File: src/rtl/frame_capture_writer_if.sv
// Sample-in / RAM-write-out bundle of the frame capture writer.
// Latency: none, this file only groups wires.
// Backpressure: none; the sample stream cannot be stalled, and samples with no free bank are dropped.
interface frame_capture_writer_if #(
    parameter int DATA_WIDTH = 16,
    parameter int ADDR_WIDTH = 11,
    parameter int DROP_WIDTH = 16
);
    logic                  capture_en;
    logic [DATA_WIDTH-1:0] sample_data;
    logic                  sample_valid;
    logic                  frame_ack;
    logic                  ack_bank;
    logic [DATA_WIDTH-1:0] wr_data;
    logic [ADDR_WIDTH-1:0] wr_addr;
    logic                  wr_en;
    logic                  frame_done;
    logic                  frame_bank;
    logic [1:0]            bank_busy;
    logic [DROP_WIDTH-1:0] drop_cnt;
    logic                  overflow;

    // Upstream source / consumer side
    modport master (
        output capture_en, sample_data, sample_valid, frame_ack, ack_bank,
        input  wr_data, wr_addr, wr_en, frame_done, frame_bank, bank_busy, drop_cnt, overflow
    );

    // Writer side
    modport slave (
        input  capture_en, sample_data, sample_valid, frame_ack, ack_bank,
        output wr_data, wr_addr, wr_en, frame_done, frame_bank, bank_busy, drop_cnt, overflow
    );
endinterface

File: src/rtl/frame_capture_writer.sv
// Packs a sample stream into FRAME_LEN-sample frames in a ping-pong pair of RAM banks.
// Latency: 1 cycle from accepted sample to registered RAM write / frame_done.
// Backpressure: none; samples arriving while the target bank is still busy are dropped and counted.
module frame_capture_writer #(
    parameter int DATA_WIDTH = 16,
    parameter int ADDR_WIDTH = 11,
    parameter int FRAME_LEN  = 1024,
    parameter int DROP_WIDTH = 16
) (
    input  logic                 i_clk,
    input  logic                 i_rst,
    frame_capture_writer_if.slave bus
);
    localparam int IDX_W = ADDR_WIDTH - 1;
    localparam logic [IDX_W-1:0] IDX_LAST = IDX_W'(FRAME_LEN - 1);

    typedef enum logic [1:0] {S_IDLE, S_FILL, S_WAIT_BANK} state_t;

    state_t                r_state;
    state_t                w_state_nxt;
    logic                  r_cur_bank;
    logic [IDX_W-1:0]      r_idx;
    logic                  r_wr_en;
    logic [ADDR_WIDTH-1:0] r_wr_addr;
    logic [DATA_WIDTH-1:0] r_wr_data;
    logic                  r_frame_done;
    logic                  r_frame_bank;
    logic [1:0]            r_bank_busy;
    logic [1:0]            w_busy_nxt;
    logic [DROP_WIDTH-1:0] r_drop_cnt;
    logic                  r_overflow;
    logic                  w_accept;
    logic                  w_drop;
    logic                  w_frame_end;

    // State register
    always_ff @(posedge i_clk) begin
        if (i_rst) r_state <= S_IDLE;
        else       r_state <= w_state_nxt;
    end

    // Next state: frame boundaries are the only points where capture_en is honoured in FILL
    always_comb begin
        w_state_nxt = r_state;
        case (r_state)
            S_IDLE: begin
                if (bus.capture_en)
                    w_state_nxt = r_bank_busy[r_cur_bank] ? S_WAIT_BANK : S_FILL;
            end
            S_FILL: begin
                if (w_frame_end) begin
                    if (!bus.capture_en)               w_state_nxt = S_IDLE;
                    else if (r_bank_busy[~r_cur_bank]) w_state_nxt = S_WAIT_BANK;
                    else                               w_state_nxt = S_FILL;
                end
            end
            S_WAIT_BANK: begin
                if (!r_bank_busy[r_cur_bank])
                    w_state_nxt = bus.capture_en ? S_FILL : S_IDLE;
            end
            default: w_state_nxt = S_IDLE;
        endcase
    end

    // Per-cycle actions: accept in FILL, drop in WAIT_BANK (including the exit cycle)
    always_comb begin
        w_accept    = (r_state == S_FILL) && bus.sample_valid;
        w_drop      = (r_state == S_WAIT_BANK) && bus.sample_valid;
        w_frame_end = w_accept && (r_idx == IDX_LAST);
    end

    // Write port, frame index and bank pointer
    always_ff @(posedge i_clk) begin
        if (i_rst) begin
            r_wr_en      <= 1'b0;
            r_wr_addr    <= '0;
            r_wr_data    <= '0;
            r_idx        <= '0;
            r_cur_bank   <= 1'b0;
            r_frame_done <= 1'b0;
            r_frame_bank <= 1'b0;
        end else begin
            r_wr_en      <= w_accept;
            r_frame_done <= w_frame_end;
            if (w_accept) begin
                r_wr_addr <= {r_cur_bank, r_idx};
                r_wr_data <= bus.sample_data;
                r_idx     <= w_frame_end ? '0 : r_idx + 1'b1;
            end
            if (w_frame_end) begin
                r_frame_bank <= r_cur_bank;
                r_cur_bank   <= ~r_cur_bank;
            end
        end
    end

    // Bank ownership: ack releases, frame completion claims; the claim wins on a collision
    always_comb begin
        w_busy_nxt = r_bank_busy;
        if (bus.frame_ack) w_busy_nxt[bus.ack_bank] = 1'b0;
        if (w_frame_end)   w_busy_nxt[r_cur_bank]   = 1'b1;
    end

    // Bank busy register
    always_ff @(posedge i_clk) begin
        if (i_rst) r_bank_busy <= '0;
        else       r_bank_busy <= w_busy_nxt;
    end

    // Saturating drop counter and sticky overflow flag
    always_ff @(posedge i_clk) begin
        if (i_rst) begin
            r_drop_cnt <= '0;
            r_overflow <= 1'b0;
        end else if (w_drop) begin
            r_overflow <= 1'b1;
            if (r_drop_cnt != '1) r_drop_cnt <= r_drop_cnt + 1'b1;
        end
    end

    assign bus.wr_en      = r_wr_en;
    assign bus.wr_addr    = r_wr_addr;
    assign bus.wr_data    = r_wr_data;
    assign bus.frame_done = r_frame_done;
    assign bus.frame_bank = r_frame_bank;
    assign bus.bank_busy  = r_bank_busy;
    assign bus.drop_cnt   = r_drop_cnt;
    assign bus.overflow   = r_overflow;
endmodule

File: src/flat_wrapper.sv
// flat-port wrapper written by rule: the top's interface ports become plain ports
module frame_capture_writer_flat 
#(
    parameter int DATA_WIDTH = 16,
    parameter int ADDR_WIDTH = 11,
    parameter int FRAME_LEN  = 1024,
    parameter int DROP_WIDTH = 16
)
  (i_clk, i_rst, bus_capture_en, bus_sample_data, bus_sample_valid, bus_frame_ack, bus_ack_bank, bus_wr_data, bus_wr_addr, bus_wr_en, bus_frame_done, bus_frame_bank, bus_bank_busy, bus_drop_cnt, bus_overflow);
  frame_capture_writer_if #(.DATA_WIDTH(DATA_WIDTH), .ADDR_WIDTH(ADDR_WIDTH), .DROP_WIDTH(DROP_WIDTH)) bus_i ();
  input  logic i_clk;
  input  logic i_rst;
  input wire logic [$bits(bus_i.capture_en)-1:0] bus_capture_en;
  input wire logic [$bits(bus_i.sample_data)-1:0] bus_sample_data;
  input wire logic [$bits(bus_i.sample_valid)-1:0] bus_sample_valid;
  input wire logic [$bits(bus_i.frame_ack)-1:0] bus_frame_ack;
  input wire logic [$bits(bus_i.ack_bank)-1:0] bus_ack_bank;
  output wire logic [$bits(bus_i.wr_data)-1:0] bus_wr_data;
  output wire logic [$bits(bus_i.wr_addr)-1:0] bus_wr_addr;
  output wire logic [$bits(bus_i.wr_en)-1:0] bus_wr_en;
  output wire logic [$bits(bus_i.frame_done)-1:0] bus_frame_done;
  output wire logic [$bits(bus_i.frame_bank)-1:0] bus_frame_bank;
  output wire logic [$bits(bus_i.bank_busy)-1:0] bus_bank_busy;
  output wire logic [$bits(bus_i.drop_cnt)-1:0] bus_drop_cnt;
  output wire logic [$bits(bus_i.overflow)-1:0] bus_overflow;
  assign bus_i.capture_en = bus_capture_en;
  assign bus_i.sample_data = bus_sample_data;
  assign bus_i.sample_valid = bus_sample_valid;
  assign bus_i.frame_ack = bus_frame_ack;
  assign bus_i.ack_bank = bus_ack_bank;
  assign bus_wr_data = bus_i.wr_data;
  assign bus_wr_addr = bus_i.wr_addr;
  assign bus_wr_en = bus_i.wr_en;
  assign bus_frame_done = bus_i.frame_done;
  assign bus_frame_bank = bus_i.frame_bank;
  assign bus_bank_busy = bus_i.bank_busy;
  assign bus_drop_cnt = bus_i.drop_cnt;
  assign bus_overflow = bus_i.overflow;
  frame_capture_writer #(.DATA_WIDTH(DATA_WIDTH), .ADDR_WIDTH(ADDR_WIDTH), .FRAME_LEN(FRAME_LEN), .DROP_WIDTH(DROP_WIDTH)) u_core (.i_clk(i_clk), .i_rst(i_rst), .bus(bus_i));
endmodule
File: config.mk
export PLATFORM = sky130hd
export DESIGN_NAME = frame_capture_writer_flat
export DESIGN_NICKNAME = d
export VERILOG_FILES = /design/src/rtl/frame_capture_writer_if.sv /design/src/rtl/frame_capture_writer.sv /design/src/flat_wrapper.sv
export SDC_FILE = /design/constraint.sdc
export NUM_CORES = 1
export LEC_CHECK = 0
export BUFFER_PORTS_ARGS = -buffer_cell sky130_fd_sc_hd__buf_2
export CORE_ASPECT_RATIO = 0.9
export CORE_MARGIN = 4
export CORE_UTILIZATION = 47
export CTS_CLUSTER_SIZE = 20
export DETAILED_ROUTE_END_ITERATION = 12
export PLACE_DENSITY = 0.76
export SYNTH_ARGS = -nofsm -noshare
export SYNTH_HDL_FRONTEND = slang
export SYNTH_SLANG_ARGS = --single-unit
File: constraint.sdc
create_clock -name i_clk -period 1.97 [get_ports i_clk]
set_clock_uncertainty 0.1 [all_clocks]
set_input_delay 0.197 -clock i_clk [delete_from_list [all_inputs] [get_ports i_clk]]
set_output_delay 0.197 -clock i_clk [all_outputs]
set_load 0.03 [all_outputs]
==> results.toml <==
[outcome]
status = "finished clean"

[timing]
timing.setup.tns_ns = 0
hold_viol = 0
min_period_ns = 1.86
rsz0062_at_grt = "no"
hold_slack_ns = 0.0277
tightest_slew_ns = 0.382
finalMaxSlewViolations = 0
finalCritPeriodShare = 0.943
setup_viol = 0
max_freq_mhz = 538
relSlewSlack = 0.746

[clock_tree]
clockBufferDepth = 2
cts_buffers = 9
cts_sinks = 62
htree_levels = 3
postCtsSetupBuffers = 0
insertion_delay_ns = 0.33
tritoncts = "done"
clk_root_buffer_cell = "clkbuf_8"
clkTransAtPathRegs_ns = 0.06

[power_and_ir_drop]
power_leakage_nw = 1.36
ir_drop_mv = 0.446
p_per_area_nw_per_um2 = 700

[route]
drt_iter0_drc = 210
via_per_inst = 5.32
drc = 0
vias = 2575
wl_per_cell_um = 13.3
wirelength_um = 6450
drt_pass1_iterations = 4
ant_nets = 0

[global_route]
grt_max_degree = 36
grt_pass1_wl_um = 10700
antenna_found_initial = 0
grt_overflow = 0
grt_pass1_vias = 2409
grt_usage = 0.198

[yosys]
yosys_warnings = 0
ys_types = 38
synth_area_um2 = 2600
synthTopCellsByArea = "dfxtp_1, nand2_1, a21oi_1, clkbuf_1, o21ai_0"
synth_top_area_share = 0.477
synth-seq-area-share = 0.477
synth_edf_count = 0
synth-seq-cells = 62
synthArstFlopShare = 0
postSynthNetCount = 343
syn-instance-count = 319
synth_top_cell_by_area = "dfxtp_1"
avgSynthCellArea_um2 = 8.16
synthFlopType = "dfxtp_1"

[floorplan]
start_util = 0.490
ioPinCount = 71
placementRows = 25
die_area_um2 = 6800
coreArea_um2 = 5320
die_height_um = 78.6
fp.dieW_um = 86.5

[worst_setup_path]
crit_top_cell = "buf_4"
r2r_cells = 7
cpPeakStageDelay_ns = 0.46
worst-r2r-setup-slack_ns = 0.11
worstPathArrival_ns = 2.01
critPathTopFamily = "simple AND/OR/NAND/NOR gates"
criticalPathCategory = "flop to flop"
start_kind = "flop"
crit_buf_inv = 2
critPathSlowestCell = "or4_1"
crit_cells = 7
critPathCaptureType = "flop"
timing.critical_path.cells = "ha_2, nand4_1, buf_4, o31ai_1, buf_4, or4_1, a21oi_1"
crit_path_max_fanout = 12
worstPathRequired_ns = 2.12

[layout]
drive_gt1_frac = 0.278
diodes = 0
finalNetCount = 436
final_area_um2 = 3450
stdcell_count = 484
final_common_cell = "buf_2"
mostFrequentLayoutCells = "buf_2, nand2_1, dfxtp_1, a21oi_1"
area_growth_pct = 32.3

[placed_design]
dpl.cell_count = 452
place_area_um2 = 3100
port_buffers = 70
dp_hpwl_um = 4280
globalplace.congestion = 0.770

[run]
maxCapViolations = 0

[worst_hold_path]
holdPathStages = 3
hold_class = "input port to flop"
[metrics by stage]
stage | setup slack, ns | utilization | power, mW
after global routing | 0.0133 | 0.648 | 2.51
after global placement | 0.146 | 0.583 | 1.46
final | 0.112 | 0.648 | 2.41
after floorplan | 0.00382 | - | 1.41
after detailed placement | 0.102 | 0.583 | 1.47
after CTS | 0.0861 | 0.642 | 2.45
[registers in the layout, summed over array words and instances (netlist names), 2 cells and up]
register and cells:
u_core.bus.wr_data 16, u_core.bus.drop_cnt 16, u_core.bus.wr_addr 11, u_core.r_idx 10, u_core.bus.bank_busy 2, u_core.r_state 2
[power breakdown]
| part | internal (mW) | switching (mW) |
|---|---|---|
| Combinational | 0.0742 | 0.112 |
| Clock | 0.484 | 0.461 |
| Sequential | 1.27 | 0.00952 |
[cell usage after synthesis (all sizes together) (4+ instances only)]
master,number
nand4,6
clkbuf,18
nand2,67
and3,4
o21ai,12
o31ai,8
nor3,10
nor2,14
or3,7
or4,8
a21oi,47
dfxtp,62
xnor2,6
inv,6
nand3,9
[path summary, 6_finish.rpt]
path                       endpoint                   start
max          u_core.bus.drop_cnt[6]  u_core.bus.drop_cnt[0]
min           u_core.bus.wr_data[7]      bus_sample_data[7]
max reg2reg  u_core.bus.drop_cnt[6]  u_core.bus.drop_cnt[0]
min reg2reg   u_core.bus.wr_addr[7]   u_core.bus.wr_addr[7]
[layer usage]
metal,GRT usage,vias up,share of wire
met4,0.0857,0,0.018
li1,-,1311,-
met1,0.226,1192,0.45
met2,0.346,58,0.50
met5,0,-,0
met3,0.0514,14,0.041
[cell families after synthesis]
| group | after synthesis | share of synthesized area |
|---|---|---|
| simple gates | 141 | 0.264 |
| flops | 62 | 0.477 |
| fa+ha+maj | 2 | 0.00961 |
| xor+xnor | 9 | 0.0303 |
| mux | 3 | 0.0115 |
| compound gates | 77 | 0.171 |
| buf+inv | 25 | 0.0370 |
[worst reg2reg max path: stages (launching register included)]
cell	delay, ns
dfxtp_4	0.36
ha_2	0.19
nand4_1	0.10
buf_4	0.15
o31ai_1	0.07
buf_4	0.18
or4_1	0.46
a21oi_1	0.17
[final cells by class]
type / count / area, um2
fillers: 481 / 1870
repair buffers: 101 / 624
flip-flops and latches: 62 / 1250
clock inverters: 4 / 22.5
clock buffers: 12 / 145
multi-input cells: 232 / 1290
inverters: 6 / 22.5
well taps: 67 / 83.8
[timing repair]
item | 4_1_cts | 5_1_grt
endpoints found under the hold margin | 15 | 0
hold buffers | 15 | 0
resized for setup | 0 | 3
setup endpoints to repair | 0 | 3
Power figures use the tool's default switching activity.
